===== config.mk =====
export PLATFORM = sky130hd
export DESIGN_NAME = gray_to_bin
export DESIGN_NICKNAME = d
export VERILOG_FILES = /design/src/rtl/gray_to_bin.sv
export SDC_FILE = /design/constraint.sdc
export NUM_CORES = 1
export LEC_CHECK = 0
export CORE_AREA = 4 4 41 43
export DETAILED_ROUTE_END_ITERATION = 8
export DIE_AREA = 0 0 45 47
export PLACE_DENSITY = 0.33
export RECOVER_POWER = 25
export SYNTH_ARGS = -nofsm -noshare
export SYNTH_HDL_FRONTEND = slang
export SYNTH_SLANG_ARGS = --single-unit

===== constraint.sdc =====
create_clock -name vclk -period 1.9
set_input_delay 0.475 -clock vclk [all_inputs]
set_output_delay 0.475 -clock vclk [all_outputs]
set_load 0.01 [all_outputs]

===== src/rtl/gray_to_bin.sv =====
// Combinational Gray-to-binary decoder of parameterized width.
// Each binary bit is the XOR of its own Gray bit and every Gray bit above it.
module gray_to_bin #(
    parameter int WIDTH = 8
) (
    input  logic [WIDTH-1:0] grey,
    output logic [WIDTH-1:0] binary
);
    for (genvar i = 0; i < WIDTH; i++) begin : gDecode
        assign binary[i] = ^(grey >> i);
    end
endmodule


[Word level (Yosys, flattened, before mapping)]
Cells that the tools add are included.
Word-level totals
  register bits: 0
  bits in latches: 0
  bits in writable memories: 0
  memory bits (read-only): 0
  input bits: 8
  output and inout port bits: 8
  memories: 0
Operators by class
  add/sub/neg operators: 0
  $mul: 0
  divide/modulo/power cells: 0
  $lt $le $gt $ge: 0
  eq/ne operators: 0
  shifts and indexed selects: 0
  muxes and demuxes: 0
  bitwise gates (word level): 0
  reductions and logical operators: 8
Operators with widths (count)
  $reduce_xor 8->1: 8

[Logic depth before layout (Yosys ltp)]
Gate-level depths: netlist of the first run.
  depth after elaboration: 1
  mapped depth: 3
  mapped depth without buffers: 3

[Least setup slack after synthesis of the first run]
OpenSTA, ideal clock, no wires.
  path kind: input to output
  from: input grey[7]
  to: output binary[1]
  data arrival time: 1493 ps
  data required time: 1425 ps
  setup slack: -68 ps
  stages on the path: 3
  path through: xor2_2 xnor3_2 xor2_1
On the way
  word-level cells in the longest chain between the ends: 1
RTL lines
  from (decl): RTL line 6  | input logic [WIDTH-1:0] grey,
  $reduce_xor 8->1: RTL line 10  | assign binary[i] = ^(grey >> i);
  to (decl): RTL line 7  | output logic [WIDTH-1:0] binary
Every way passes these cells.

[Worst setup path in the final report of the first run]
  from: input grey[5]
  to: output binary[1]
The elaborated chain is that of the path after synthesis.

==> run_results.csv, run 1 <==
group,metric,value,unit
cells_and_area,register_area,0,um2
floorplanning,ios,16,
logic_synthesis,synth_cells,10,
setup_path,path_delay_family,"XOR/XNOR gates",
setup_path,slowest_delay,0.39,ns
floorplanning,die_h,47,um
logic_synthesis,yosysTopAreaCell,"xor2_1",
detailed_routing,ant_nets,0,
detailed_routing,firstDrtPassIters,1,
floorplanning,fp-row-count,13,
sta,min_period,2.04,ns
setup_path,crit_chain,"buf_6 -> xnor3_1 -> xnor3_2 -> xor2_1 -> buf_2",
cells_and_area,area_growth_syn_to_layout,192,%
logic_synthesis,synth.cell_area,130,um2
logic_synthesis,ys_seq_area_share,0,%
cells_and_area,fill_cells,148,
detailed_routing,via_per_inst,3.19,
setup_path,end_kind,"output pin",
setup_path,worst_path_max_delay_cell,"xnor3_1",
cells_and_area,drive_above_1_share,69.7,%
logic_synthesis,yosysTopAreaCellShare,20.2,%
sta,finalWorstSetupSlack,-0.137,ns
clock_tree,cts_hold_repair.buffers,0,
cells_and_area,n_clock_buffer,0,
place,portBuffers,16,
min_path,worstHoldPathType,"in2out",
floorplanning,die_area,0.00212,mm2
pwr,p_per_area,510,mW/mm2
sta,tightest_slew,0.250,ns
setup_path,crit_path_start_kind,"input port",
logic_synthesis,synth.avg_cell_area,13.0,um2
setup_path,crit_fanout,3,
pwr,peakVddDrop,199,uV
place,dp_cells,45,
logic_synthesis,synth_most_common_cell,"xor2_1",
run,drv_cap,0,
cells_and_area,seq_cells,0,
logic_synthesis,synthTopCellsByCount,"3 x xor2_1, 2 x xnor2_1",
floorplanning,die_w,45,um
cells_and_area,final_nets,43,
global_route,grt_pass1_wl,731,um
sta,rsz0062_at_grt,"yes",
global_route,antenna_found_initial,0,
setup_path,arrival,1.56,ns
floorplanning,core_area,0.00130,mm2
floorplanning,start_util,10.0,%
outcome,violations,"setup timing",
cells_and_area,insertedDiodeCount,0,
sta,drv_slew,0,
sta,relSlewSlack,83.2,%
setup_path,path_class,"in2out",
sta,clock.fmax,491,MHz
setup_path,worstPathRequired,1.42,ns
place,preCtsSetupSlack,-0.938,ns
logic_synthesis,synth_cell_types,7,
detailed_routing,drc,0,
sta,hold_viol_final,0,
pwr,power.leakage,0.189,nW
outcome,status,"finished, violations left",
global_route,gr-total-overflow,0,
global_route,grt_pass1_vias,160,
setup_path,worst-path-buf-inv,2,
global_route,grt_max_degree,4,
sta,period_share,107,%
cells_and_area,finalNonFillerCells,48,
sta,setup_violations,3,
logic_synthesis,synth_warnings,0,
global_route,grtUsageTotal,4.42,%
detailed_routing,vias,153,
detailed_routing,drt_iter0_drc,0,
detailed_routing,wl_per_cell,8.77,um
logic_synthesis,synth_nets,18,
detailed_routing,wl,421,um
logic_synthesis,ys_top_cells_by_area,"xor2_1 20%, xnor3_2 18%, xnor3_1 17%, xnor2_1 13%, xnor2_2 13%",
place,gp_congestion,0.615,
[stage by stage]
step	power [mW]	TNS [ns]	util (%)	instance area, um2	hold slack [ns]
floorplan	0.0849	-0.0104	-	141	1.02
global placement	0.200	-5.76	26.9	350	1.99
CTS	0.184	-0.743	26.1	339	1.30
global route	0.210	-0.530	29.2	380	1.32
detailed placement	0.198	-5.84	26.9	350	2.00
finish	0.194	-0.372	29.2	380	1.29
[placed cells by master (no fill, tap or decap), drive strengths merged]
| cell type | n |
|---|---|
| xor2 | 4 |
| dlygate4sd2 | 3 |
| xnor3 | 2 |
| clkdlybuf4s50 | 2 |
| dlygate4sd3 | 1 |
| xnor2 | 3 |
| buf | 18 |
[final timing paths]
path,startpoint,end,slack [ns],cells past startpoint
max,grey[5],binary[1],-0.14,5
min,grey[4],binary[4],1.29,4
[cells by family (layout without fill, tap and decap cells)]
| family | Yosys count | in the layout | synth area share, % |
|---|---|---|---|
| xor+xnor | 9 | 9 | 94.2 |
| buf+inv | 1 | 24 | 5.77 |
[tightest hold or removal path: cells and delay by family]
family | cells | cell delay [ns]
XOR/XNOR | 1 | 0.04
buffers and inverters | 3 | 0.29
[layer usage]
metal  wire, um  global-route usage [%]
met2        211                    8.76
met4          0                       0
met3         62                   0.383
met5          0                       0
met1        148                    5.45
[power breakdown]
group          leakage [nW]  internal [mW]  switching, mW
clock                     0              0              0
combinational         0.189          0.117         0.0775
sequential                0              0              0
total                 0.189          0.117         0.0775
[layout make-up]
type,instances,area (um2),area share (%)
repair buffers,24,201,53.0
multi-input cells,9,160,42.1
well taps,15,18.8,4.93
[what timing repair did]
action / CTS / global route
gates resized for setup: 45 / 7
buffers inserted: 2 / 3
endpoints found under the setup margin: 8 / 6
pin swaps: 6 / 7
Power figures use the tool's default switching activity.
==> run 2: changes to the inputs <==
Settings changed: CAP_MARGIN set to 20, SLEW_MARGIN set to 20.
==> results of run 2 <==
Final layout, timing and power as in run 1 (identical DEF).
